[src/rtl/image_proc_pkg.sv]
// Shared definitions for the pixel tap sampler.
//   CNT_W             : width of the column/row position counters
//   CNT_MAX           : largest frame dimension the counters can represent
//   THRESHOLD_DEFAULT : default luminance at or above which a tap reads as lit
//   sampler_state_e   : sampler FSM state encoding
package image_proc_pkg;

    localparam int unsigned CNT_W             = 11;
    localparam int unsigned CNT_MAX           = 2047;
    localparam int unsigned THRESHOLD_DEFAULT = 192;

    typedef enum logic [1:0] {
        StIdle      = 2'd0,
        StWaitFrame = 2'd1,
        StActive    = 2'd2
    } sampler_state_e;

endpackage

[src/rtl/tap_capture.sv]
// One tap of the sampler: compares the current pixel position against the tap
// coordinate, thresholds the luminance and holds the working lit/hit bits for the
// frame in progress.
// Ports:
//   clock, reset  : pixel clock, synchronous active-high reset
//   i_pix_en      : current pixel is accepted into the frame
//   i_new_frame   : start a fresh frame (also held high while not sampling)
//   i_x, i_y      : position of the current pixel
//   i_data        : luminance of the current pixel
//   o_lit, o_hit  : working lit bit and "tap reached" bit for this frame
module tap_capture
    import image_proc_pkg::*;
#(
    parameter int unsigned TAP_X     = 0,
    parameter int unsigned TAP_Y     = 0,
    parameter int unsigned THRESHOLD = THRESHOLD_DEFAULT
) (
    input  logic             clock,
    input  logic             reset,
    input  logic             i_pix_en,
    input  logic             i_new_frame,
    input  logic [CNT_W-1:0] i_x,
    input  logic [CNT_W-1:0] i_y,
    input  logic [7:0]       i_data,
    output logic             o_lit,
    output logic             o_hit
);

    localparam logic [CNT_W-1:0] LP_X = CNT_W'(TAP_X);
    localparam logic [CNT_W-1:0] LP_Y = CNT_W'(TAP_Y);

    logic w_match;
    logic w_bright;
    logic r_lit;
    logic r_hit;

    assign w_match  = i_pix_en && (i_x == LP_X) && (i_y == LP_Y);
    assign w_bright = (32'(i_data) >= THRESHOLD);

    always_ff @(posedge clock) begin
        if (reset) begin
            r_lit <= 1'b0;
            r_hit <= 1'b0;
        end else if (i_new_frame) begin
            // A tap at (0,0) lands in the frame that is just starting.
            r_lit <= w_match && w_bright;
            r_hit <= w_match;
        end else if (w_match) begin
            r_lit <= w_bright;
            r_hit <= 1'b1;
        end
    end

    assign o_lit = r_lit;
    assign o_hit = r_hit;

endmodule

[src/rtl/pixel_tap_sampler.sv]
// Samples three fixed pixel positions of a video stream against a luminance
// threshold and publishes the per-tap result once per completed frame.
// Ports:
//   clock, reset   : pixel clock, synchronous active-high reset
//   enable         : 1 = sampling armed, 0 = idle (drops the frame in progress)
//   pixel_valid    : data carries an active pixel
//   frame_start    : current valid pixel is (0,0)
//   data           : pixel luminance
//   sample_data    : lit bits of the last completed frame (bit n = tap n)
//   sample_valid   : one-cycle strobe when sample_data/tap_missed update
//   tap_missed     : bit n = tap n was never reached in the last completed frame
//   frame_count    : number of published frames (wraps)
// FRAME_WIDTH and FRAME_HEIGHT must not exceed CNT_MAX.
module pixel_tap_sampler
    import image_proc_pkg::*;
#(
    parameter int unsigned FRAME_WIDTH  = 1024,
    parameter int unsigned FRAME_HEIGHT = 768,
    parameter int unsigned TAP0_X       = 63,
    parameter int unsigned TAP0_Y       = 100,
    parameter int unsigned TAP1_X       = 511,
    parameter int unsigned TAP1_Y       = 384,
    parameter int unsigned TAP2_X       = 1023,
    parameter int unsigned TAP2_Y       = 700,
    parameter int unsigned THRESHOLD    = THRESHOLD_DEFAULT
) (
    input  logic        clock,
    input  logic        reset,
    input  logic        enable,
    input  logic        pixel_valid,
    input  logic        frame_start,
    input  logic [7:0]  data,
    output logic [2:0]  sample_data,
    output logic        sample_valid,
    output logic [2:0]  tap_missed,
    output logic [15:0] frame_count
);

    localparam logic [CNT_W-1:0] LP_LAST_COL = CNT_W'(FRAME_WIDTH - 1);
    localparam logic [CNT_W-1:0] LP_HEIGHT   = CNT_W'(FRAME_HEIGHT);

    sampler_state_e   r_state;
    logic [CNT_W-1:0] r_col;
    logic [CNT_W-1:0] r_row;
    logic [2:0]       r_sample_data;
    logic             r_sample_valid;
    logic [2:0]       r_tap_missed;
    logic [15:0]      r_frame_count;

    logic             w_fs_pix;
    logic             w_in_frame;
    logic             w_starting;
    logic             w_take;
    logic             w_new_frame;
    logic             w_publish;
    logic [CNT_W-1:0] w_x;
    logic [CNT_W-1:0] w_y;
    logic [2:0]       w_lit;
    logic [2:0]       w_hit;

    assign w_fs_pix   = pixel_valid && frame_start;
    assign w_in_frame = enable && (r_state == StActive);
    assign w_starting = enable && (r_state == StWaitFrame) && w_fs_pix;

    // frame_start overrides whatever the counters hold.
    assign w_x = frame_start ? '0 : r_col;
    assign w_y = frame_start ? '0 : r_row;

    // Row FRAME_HEIGHT is the saturated "past end of frame" row: nothing is taken there.
    assign w_take      = pixel_valid && (w_in_frame || w_starting) && (w_y != LP_HEIGHT);
    assign w_new_frame = !w_in_frame || w_fs_pix;
    assign w_publish   = w_in_frame && w_fs_pix;

    tap_capture #(
        .TAP_X     (TAP0_X),
        .TAP_Y     (TAP0_Y),
        .THRESHOLD (THRESHOLD)
    ) u_tap0 (
        .clock       (clock),
        .reset       (reset),
        .i_pix_en    (w_take),
        .i_new_frame (w_new_frame),
        .i_x         (w_x),
        .i_y         (w_y),
        .i_data      (data),
        .o_lit       (w_lit[0]),
        .o_hit       (w_hit[0])
    );

    tap_capture #(
        .TAP_X     (TAP1_X),
        .TAP_Y     (TAP1_Y),
        .THRESHOLD (THRESHOLD)
    ) u_tap1 (
        .clock       (clock),
        .reset       (reset),
        .i_pix_en    (w_take),
        .i_new_frame (w_new_frame),
        .i_x         (w_x),
        .i_y         (w_y),
        .i_data      (data),
        .o_lit       (w_lit[1]),
        .o_hit       (w_hit[1])
    );

    tap_capture #(
        .TAP_X     (TAP2_X),
        .TAP_Y     (TAP2_Y),
        .THRESHOLD (THRESHOLD)
    ) u_tap2 (
        .clock       (clock),
        .reset       (reset),
        .i_pix_en    (w_take),
        .i_new_frame (w_new_frame),
        .i_x         (w_x),
        .i_y         (w_y),
        .i_data      (data),
        .o_lit       (w_lit[2]),
        .o_hit       (w_hit[2])
    );

    always_ff @(posedge clock) begin
        if (reset) begin
            r_state        <= StIdle;
            r_col          <= '0;
            r_row          <= '0;
            r_sample_data  <= '0;
            r_sample_valid <= 1'b0;
            r_tap_missed   <= '0;
            r_frame_count  <= '0;
        end else begin
            // The working bits still describe the finished frame on this edge.
            r_sample_valid <= w_publish;
            if (w_publish) begin
                r_sample_data <= w_lit;
                r_tap_missed  <= ~w_hit;
                r_frame_count <= r_frame_count + 16'd1;
            end

            if (!enable) begin
                r_state <= StIdle;
            end else begin
                case (r_state)
                    StIdle:      r_state <= StWaitFrame;
                    StWaitFrame: if (w_fs_pix) r_state <= StActive;
                    StActive:    r_state <= StActive;
                    default:     r_state <= StIdle;
                endcase
            end

            if (w_take) begin
                if (w_x == LP_LAST_COL) begin
                    r_col <= '0;
                    r_row <= w_y + CNT_W'(1);
                end else begin
                    r_col <= w_x + CNT_W'(1);
                    r_row <= w_y;
                end
            end else if (!w_in_frame) begin
                r_col <= '0;
                r_row <= '0;
            end
        end
    end

    assign sample_data  = r_sample_data;
    assign sample_valid = r_sample_valid;
    assign tap_missed   = r_tap_missed;
    assign frame_count  = r_frame_count;

endmodule

[config.mk]
export PLATFORM = sky130hd
export DESIGN_NAME = pixel_tap_sampler
export DESIGN_NICKNAME = d
export VERILOG_FILES = /design/src/rtl/image_proc_pkg.sv /design/src/rtl/tap_capture.sv /design/src/rtl/pixel_tap_sampler.sv
export SDC_FILE = /design/constraint.sdc
export NUM_CORES = 1
export LEC_CHECK = 0
export BUFFER_PORTS_ARGS = -buffer_cell sky130_fd_sc_hd__buf_2
export CAP_MARGIN = 20
export CORE_MARGIN = 2
export CORE_UTILIZATION = 50
export CTS_BUF_LIST = sky130_fd_sc_hd__clkbuf_4
export CTS_CLUSTER_SIZE = 14
export DETAILED_ROUTE_END_ITERATION = 8
export GPL_TIMING_DRIVEN = 1
export PLACE_DENSITY = 0.7
export SYNTH_ARGS = -nofsm -noshare
export SYNTH_HDL_FRONTEND = slang
export SYNTH_SLANG_ARGS = --single-unit
[constraint.sdc]
create_clock -name clock -period 5.38 [get_ports clock]
set_input_delay 1.076 -clock clock [delete_from_list [all_inputs] [get_ports clock]]
set_output_delay 1.076 -clock clock [all_outputs]
set_load 0.03 [all_outputs]
==> impl_table.tex, run 1 <==
\begin{tabular}{lr}
\hline
Metric & Value \\
\hline
\multicolumn{2}{l}{\textbf{Die}} \\
\quad Starting density of the core & 51.3\% \\
\quad Die span in x & 78.9 um \\
\quad Die area & 6230 sq um \\
\quad Area of the core region & 5470 sq um \\
\quad I/O Pins & 36 \\
\quad Vertical die dimension & 78.9 um \\
\quad Row count & 27 \\
\multicolumn{2}{l}{\textbf{Finish}} \\
\quad Final net count & 389 \\
\quad Layout cell share with drive strength beyond 1 & 14.6\% \\
\quad Count of filler cells inserted in the layout & 530 \\
\quad Area growth from synthesis to final layout & 8.60\% \\
\quad Final design instance area without fill & 3050 sq um \\
\quad Number of antenna cells inserted & 0 \\
\multicolumn{2}{l}{\textbf{Power and ir drop}} \\
\quad Share of total power in the clock network & 35.5\% \\
\quad PwrDens & 215 nW/um\^{}2 \\
\quad Internal power component & 0.501 mW \\
\quad Combinational share of power & 4.3\% \\
\quad Cell leakage power & 1.09 nW \\
\quad Maximum vdd ir drop & 0.111 mV \\
\quad Switching Fraction & 23.5\% \\
\quad Net switching power figure & 0.154 mW \\
\quad Tot Pwr & 0.656 mW \\
\quad Sequential group share of total power & 60.3\% \\
\multicolumn{2}{l}{\textbf{Timing}} \\
\quad RSZ-0062 raised after global routing & no \\
\quad Hold Violations, Final & 0 \\
\quad Portion of the clock cycle consumed by the worst path in the final layout & 65.5\% \\
\quad Rel. slew slack & 29.8\% \\
\quad Final setup violation count & 0 \\
\quad Max frequency & 0.284 GHz \\
\quad Count of final max-slew check failures & 0 \\
\quad Clock Skews & 0.0159 ns \\
\quad Worst-Margin Slew & 1.05 ns \\
\quad Setup TNS after final layout & 0 ns \\
\quad Final worst path period need & 3.53 ns \\
\multicolumn{2}{l}{\textbf{Route}} \\
\quad 1st-pass router iterations & 4 \\
\quad Detail-routed net length per standard cell & 13.7 um \\
\quad Number of nets with antenna violations after routing & 0 \\
\quad Number of DRC violations after detailed-routing iteration 0 & 125 \\
\quad Wire length reported by the detailed router & 6.05 mm \\
\quad Via density per instance & 5.67 \\
\quad Number of remaining DRC errors & 0 \\
\quad Via total after detailed routing & 2,504 \\
\multicolumn{2}{l}{\textbf{Clocking}} \\
\quad Number of buffers inserted to repair setup after CTS & 0 \\
\quad Post-CTS resize count & 0 \\
\quad Number of clock sinks seen by CTS & 53 \\
\quad Clock network latency to the later pin of the worst-skew pair & 0.38 ns \\
\quad Total CTS buffers & 5 \\
\quad Count of hold-fix buffers inserted at cts & 0 \\
\quad Clock tree from TritonCTS & built \\
\quad Buffer cell driving the clock tree root & sky130\_fd\_sc\_hd\_\_clkbuf\_4 \\
\quad Max clock buf depth & 2 \\
\quad Maximum level of the CTS H-tree & 2 \\
\quad Clock slew at the register clock pins of the worst setup and hold paths & 0.16 ns \\
\multicolumn{2}{l}{\textbf{Min path}} \\
\quad Min-delay src & u\_tap0.o\_hit \\
\quad End of the worst hold path & tap\_missed[0] \\
\quad Hold-critical path depth & 1 \\
\quad Class of the tightest hold or removal check & flip-flop to flip-flop \\
\multicolumn{2}{l}{\textbf{Logic synthesis}} \\
\quad Predominant post-synthesis flop cell & sky130\_fd\_sc\_hd\_\_dfxtp\_1 \\
\quad Warning count from the yosys run & 0 \\
\quad Number of flip-flops and latches in the synthesized netlist & 53 \\
\quad Mean cell area of the mapped netlist & 8.06 sq um \\
\quad Cell Area, Synth & 2810 sq um \\
\quad Share of synthesized area occupied by flip-flops and latches & 37.8\% \\
\quad EDFF count, synth & 0 \\
\quad Cell count after synthesis & 348 \\
\quad Mapped Nets & 368 \\
\quad Number of distinct library cells after synthesis & 57 \\
\quad Asr flop ratio synth & 0\% \\
\multicolumn{2}{l}{\textbf{Setup path}} \\
\quad Max Fanout on Critical Path & 30 \\
\quad Worst-case reg-to-reg path depth & 9 \\
\quad End of the worst register-to-register path & r\_row[10] \\
\quad Type of destination of the critical path & flip-flop \\
\quad Startpoint type of the worst setup path & input pin \\
\quad CP required & 5.67 ns \\
\quad Kind of critical path & input pin to flip-flop \\
\quad Reg2reg start & r\_row[0] \\
\quad Worst R2R Setup Slack & 2.72 ns \\
\quad Endpoint arrival time on the critical path & 3.82 ns \\
\multicolumn{2}{l}{\textbf{Place}} \\
\quad Port Buf Inserts & 29 \\
\quad Final Wtd Congestion & 0.797 \\
\quad Post-DP Area & 2960 sq um \\
\quad Detailed placer's ending HPWL & 4.16 mm \\
\multicolumn{2}{l}{\textbf{Run status}} \\
\quad Result of the run & finished clean \\
\multicolumn{2}{l}{\textbf{GRT}} \\
\quad Vias in the first global route & 2,220 \\
\quad Pin count of the biggest net entering global routing & 54 \\
\quad Initial antenna violation count & 0 \\
\quad Total routing resource utilization after global routing & 20.2\% \\
\quad Wire length of the first global-routing pass & 10.2 mm \\
\quad Total global routing overflow & 0 \\
\multicolumn{2}{l}{\textbf{Run}} \\
\quad MaxCap Viol Count & 0 \\
\hline
\end{tabular}
power groups by stage:
stage	logic [mW]	registers (mW)	clock network [mW]
2_1_floorplan	0.0204	0.404	0
3_3_place_gp	0.0275	0.403	0
3_5_place_dp	0.0281	0.403	0
4_1_cts	0.0281	0.395	0.239
5_1_grt	0.0313	0.396	0.257
6_report	0.0279	0.395	0.233
synthesized netlist by cell type (4+ instances only):
cell type | instances | area [sq um]
sky130_fd_sc_hd__nor2_1 | 41 | 154
sky130_fd_sc_hd__xnor2_1 | 6 | 52.6
sky130_fd_sc_hd__a21oi_1 | 29 | 145
sky130_fd_sc_hd__nor2b_1 | 8 | 50.1
sky130_fd_sc_hd__nor3_1 | 4 | 20.0
sky130_fd_sc_hd__nand2b_1 | 6 | 37.5
sky130_fd_sc_hd__dfxtp_1 | 53 | 1060
sky130_fd_sc_hd__or3_1 | 8 | 50.1
sky130_fd_sc_hd__a211oi_1 | 6 | 45.0
sky130_fd_sc_hd__nand3_1 | 19 | 95.1
sky130_fd_sc_hd__o21ai_0 | 20 | 100
sky130_fd_sc_hd__and3_1 | 4 | 25.0
sky130_fd_sc_hd__nand2_1 | 40 | 150
sky130_fd_sc_hd__xor2_1 | 7 | 61.3
sky130_fd_sc_hd__nor4_1 | 7 | 43.8
sky130_fd_sc_hd__clkbuf_1 | 7 | 26.3
sky130_fd_sc_hd__inv_1 | 9 | 33.8
sky130_fd_sc_hd__a31oi_1 | 4 | 25.0
sky130_fd_sc_hd__nand4_1 | 6 | 37.5
sky130_fd_sc_hd__ha_1 | 7 | 87.6
worst max-delay path by stage:
stage / startpoint / endpoint / slack, ns / cells after the start
floorplan: frame_start / r_col[10] / 2.10 / 12
global placement: frame_start / r_row[1] / 1.51 / 10
detailed placement: frame_start / r_row[9] / 1.47 / 10
CTS: frame_start / r_row[9] / 1.86 / 10
global route: frame_start / r_row[2] / 1.58 / 10
finish: frame_start / r_row[10] / 1.85 / 10
cells in the final DEF (no fill, tap or decap), types with 2 or more instances in the layout:
cell type,n
sky130_fd_sc_hd__dfxtp_1,53
sky130_fd_sc_hd__nor2_1,41
sky130_fd_sc_hd__nand2_1,40
sky130_fd_sc_hd__a21oi_1,29
sky130_fd_sc_hd__buf_2,29
sky130_fd_sc_hd__o21ai_0,20
sky130_fd_sc_hd__nand3_1,19
sky130_fd_sc_hd__inv_1,9
sky130_fd_sc_hd__nor2b_1,8
sky130_fd_sc_hd__or3_1,8
sky130_fd_sc_hd__xor2_1,7
sky130_fd_sc_hd__nor4_1,7
sky130_fd_sc_hd__ha_1,7
sky130_fd_sc_hd__nand2b_1,6
sky130_fd_sc_hd__nand4_1,6
sky130_fd_sc_hd__a211oi_1,6
sky130_fd_sc_hd__xnor2_1,6
sky130_fd_sc_hd__clkbuf_4,5
sky130_fd_sc_hd__and3_1,4
sky130_fd_sc_hd__nor3_1,4
sky130_fd_sc_hd__a31oi_1,4
sky130_fd_sc_hd__nand3b_1,3
sky130_fd_sc_hd__nor4b_1,3
sky130_fd_sc_hd__nand4b_1,3
sky130_fd_sc_hd__or2_2,3
sky130_fd_sc_hd__mux2i_1,3
sky130_fd_sc_hd__and4_1,2
sky130_fd_sc_hd__and2_1,2
sky130_fd_sc_hd__and4b_1,2
sky130_fd_sc_hd__or4_4,2
sky130_fd_sc_hd__o22ai_1,2
sky130_fd_sc_hd__a22oi_1,2
area by class of cell:
cell class / instances / area, sq um / area share [%]
tap: 72 / 90.1 / 2.96
clock buffer: 5 / 37.5 / 1.23
multi-input combinational: 270 / 1630 / 53.4
timing repair buffer: 30 / 153 / 5.01
clock inverter: 3 / 46.3 / 1.52
sequential: 53 / 1060 / 34.8
inverter: 9 / 33.8 / 1.11
through the flow:
stage | util, % | hold WS [ns] | instances | setup slack, ns
global placement | 54.2 | 0.423 | 434 | 1.51
CTS | 55.7 | 0.452 | 442 | 1.86
detailed placement | 54.2 | 0.431 | 434 | 1.47
global route | 55.7 | 0.475 | 442 | 1.58
floorplan | - | 0.414 | 348 | 2.10
finish | 55.7 | 0.449 | 442 | 1.85
state kept, by name (all words and copies together), names as in the netlist:
| register | count |
|---|---|
| frame_count | 16 |
| r_col | 11 |
| r_row | 11 |
| r_state | 2 |
| sample_data | 3 |
| sample_valid | 1 |
| tap_missed | 3 |
| u_tap0.o_hit | 1 |
| u_tap0.o_lit | 1 |
| u_tap1.o_hit | 1 |
| u_tap1.o_lit | 1 |
| u_tap2.o_hit | 1 |
| u_tap2.o_lit | 1 |
kinds of logic after synthesis:
| kind of cell | after synthesis | synth area share, % |
|---|---|---|
| and+or+nand+nor | 177 | 35.4 |
| AOI/OAI and AO/OA | 69 | 14.0 |
| DFF | 53 | 37.8 |
| buffers and inverters | 25 | 4.24 |
| xor gates and xnor gates | 13 | 4.06 |
| adders and majority gates | 7 | 3.12 |
| muxes | 4 | 1.47 |
worst max-delay path: stages:
cell                       delay (ns)
sky130_fd_sc_hd__buf_2           0.40
sky130_fd_sc_hd__nand2b_1        0.22
sky130_fd_sc_hd__ha_1            0.19
sky130_fd_sc_hd__nand3b_1        0.12
sky130_fd_sc_hd__and3b_4         0.36
sky130_fd_sc_hd__nor2_1          0.06
sky130_fd_sc_hd__buf_4           0.18
sky130_fd_sc_hd__nor2_1          0.80
sky130_fd_sc_hd__nor2_1          0.12
sky130_fd_sc_hd__a211oi_1        0.27
routing by layer:
layer  routed length, um  global-route usage [%]  vias to the layer above
met3                 266                    2.84                       10
li1                    -                       -                     1274
met4                  88                    7.76                        0
met1                2890                    27.1                     1157
met2                2810                    33.2                       63
met5                   0                       0                        -
(Power assumes the default switching activity.)
==> run 2, diff against run 1 <==
- PLACE_DENSITY: 0.7 -> 0.73
- clock period: 5.38 -> 3.05 ns (I/O delays scaled with it)
==> run 2 against run 1 <==
Clock power up 77%; critical path type unchanged; first-iteration DRC count up 7.2%; non-clock buffer count up 5; via count down 0.32%; worst setup slack worse by 1.1 ns.
==> impl_table.tex, run 2 (synthesized netlist as in run 1, its figures left out) <==
\begin{tabular}{lr}
\hline
Metric & Value \\
\hline
\multicolumn{2}{l}{\textbf{Clocking}} \\
\quad Clock network latency to the later pin of the worst-skew pair & 0.38 ns \\
\quad Number of buffers inserted to repair setup after CTS & 0 \\
\quad Buffer cell driving the clock tree root & sky130\_fd\_sc\_hd\_\_clkbuf\_4 \\
\quad Max clock buf depth & 2 \\
\quad Post-CTS resize count & 0 \\
\quad Number of clock sinks seen by CTS & 53 \\
\quad Total CTS buffers & 5 \\
\quad Clock tree from TritonCTS & built \\
\quad Maximum level of the CTS H-tree & 2 \\
\quad Count of hold-fix buffers inserted at cts & 0 \\
\quad Clock slew at the register clock pins of the worst setup and hold paths & 0.16 ns \\
\multicolumn{2}{l}{\textbf{Timing}} \\
\quad Max frequency & 0.430 GHz \\
\quad Portion of the clock cycle consumed by the worst path in the final layout & 76.2\% \\
\quad Hold Violations, Final & 0 \\
\quad Worst-Margin Slew & 0.520 ns \\
\quad Final worst path period need & 2.32 ns \\
\quad Count of final max-slew check failures & 0 \\
\quad Setup TNS after final layout & 0 ns \\
\quad PnR worst setup slack & 0.727 ns \\
\quad Clock Skews & 0.0213 ns \\
\quad Final setup violation count & 0 \\
\quad RSZ-0062 raised after global routing & no \\
\quad Rel. slew slack & 65.3\% \\
\multicolumn{2}{l}{\textbf{Place}} \\
\quad Worst setup slack before clock tree synthesis & 0.319 ns \\
\quad Final Wtd Congestion & 0.879 \\
\quad Detailed placer's ending HPWL & 4.46 mm \\
\quad Port Buf Inserts & 29 \\
\multicolumn{2}{l}{\textbf{Route}} \\
\quad 1st-pass router iterations & 5 \\
\quad Via total after detailed routing & 2,496 \\
\quad Number of remaining DRC errors & 0 \\
\quad Detail-routed net length per standard cell & 14.0 um \\
\quad Number of nets with antenna violations after routing & 0 \\
\quad Number of DRC violations after detailed-routing iteration 0 & 134 \\
\quad Via density per instance & 5.58 \\
\quad Wire length reported by the detailed router & 6.24 mm \\
\multicolumn{2}{l}{\textbf{Power and ir drop}} \\
\quad PwrDens & 376 nW/um\^{}2 \\
\quad Cell leakage power & 1.12 nW \\
\quad Maximum vdd ir drop & 0.180 mV \\
\multicolumn{2}{l}{\textbf{Finish}} \\
\quad Area growth from synthesis to final layout & 9.94\% \\
\quad Number of antenna cells inserted & 0 \\
\quad Count of filler cells inserted in the layout & 531 \\
\quad Commonest non-fill, non-tap cell in the layout & sky130\_fd\_sc\_hd\_\_dfxtp\_1 \\
\quad Leading cell types in the layout, fill and taps excluded & sky130\_fd\_sc\_hd\_\_dfxtp\_1 (53), sky130\_fd\_sc\_hd\_\_nor2\_1 (41), sky130\_fd\_sc\_hd\_\_nand2\_1 (40) \\
\quad Layout cell share with drive strength beyond 1 & 15.7\% \\
\quad Flip-flop count of the largest register, all copies and words added & 16 \\
\quad Final net count & 394 \\
\multicolumn{2}{l}{\textbf{Die}} \\
\quad I/O Pins & 36 \\
\quad Area of the core region & 5470 sq um \\
\quad Die area & 6230 sq um \\
\quad Starting density of the core & 51.3\% \\
\quad Die span in x & 78.9 um \\
\quad Vertical die dimension & 78.9 um \\
\quad Row count & 27 \\
\multicolumn{2}{l}{\textbf{Run status}} \\
\quad Result of the run & finished clean \\
\multicolumn{2}{l}{\textbf{Setup path}} \\
\quad Cell at the slowest stage of the critical path & sky130\_fd\_sc\_hd\_\_or4\_4 \\
\quad Kind of critical path & input pin to flip-flop \\
\quad Biggest cell delay along the critical path & 0.55 ns \\
\quad Endpoint arrival time on the critical path & 2.62 ns \\
\quad CP required & 3.34 ns \\
\quad CP Launch Point & frame\_start \\
\quad Critical-path cell list & buf\_2, nand2b\_1, ha\_1, nand3b\_1, and3b\_4, nor2\_1, nand4b\_1, or4\_4, mux2i\_1 \\
\quad Type of destination of the critical path & flip-flop \\
\quad Max Fanout on Critical Path & 11 \\
\quad Buffering stage count on the worst path with inverters included & 1 \\
\quad Startpoint type of the worst setup path & input pin \\
\quad Reg2reg start & r\_col[0] \\
\quad Largest delay contributor family on the critical path & simple AND/OR/NAND/NOR gates \\
\multicolumn{2}{l}{\textbf{GRT}} \\
\quad Vias in the first global route & 2,235 \\
\quad Wire length of the first global-routing pass & 10.5 mm \\
\quad Initial antenna violation count & 0 \\
\quad Pin count of the biggest net entering global routing & 31 \\
\quad Total global routing overflow & 0 \\
\quad Total routing resource utilization after global routing & 20.9\% \\
\multicolumn{2}{l}{\textbf{Min path}} \\
\quad Class of the tightest hold or removal check & flip-flop to flip-flop \\
\quad Min-delay src & u\_tap0.o\_hit \\
\multicolumn{2}{l}{\textbf{Run}} \\
\quad MaxCap Viol Count & 0 \\
\hline
\end{tabular}
[run 2: cell type report]
type,instances,area (sq um),area share (%)
multi-input cells,270,1630,52.7
flip-flops and latches,53,1060,34.4
repair buffers,35,190,6.16
well taps,72,90.1,2.92
clock buffers,6,45.0,1.46
clock inverters,2,38.8,1.26
inverters,9,33.8,1.09
[run 2: power breakdown]
group	total [mW]	internal (mW)	switching (mW)	leakage (nW)
sequential	0.697	0.695	0.00182	0.427
combinational	0.0523	0.0172	0.0351	0.652
clock	0.412	0.184	0.228	0.0459
[run 2: routing by layer]
metal	track usage, %	part of all wire, %	routed length [um]
met5	0	0	0
met4	7.24	1.1	71
met3	2.73	5.0	315
met2	34.4	48	2970
met1	28.2	46	2890
[run 2: through the flow]
stage / hold slack (ns) / instance area [sq um] / util [%] / power [mW] / cells
2_1_floorplan: 0.414 / 2810 / - / 0.748 / 348
3_3_place_gp: 0.424 / 3000 / 54.8 / 0.763 / 439
3_5_place_dp: 0.435 / 3000 / 54.8 / 0.764 / 439
4_1_cts: 0.456 / 3090 / 56.4 / 1.17 / 447
5_1_grt: 0.471 / 3090 / 56.4 / 1.21 / 447
6_report: 0.454 / 3090 / 56.4 / 1.16 / 447
[run 2: worst paths after layout]
check	endpoint	slack, ns	cells past startpoint
setup / recovery	u_tap1.o_lit	0.73	9
hold / removal	tap_missed[0]	0.45	1
setup reg to reg	r_row[7]	0.82	9
hold reg to reg	tap_missed[0]	0.45	1
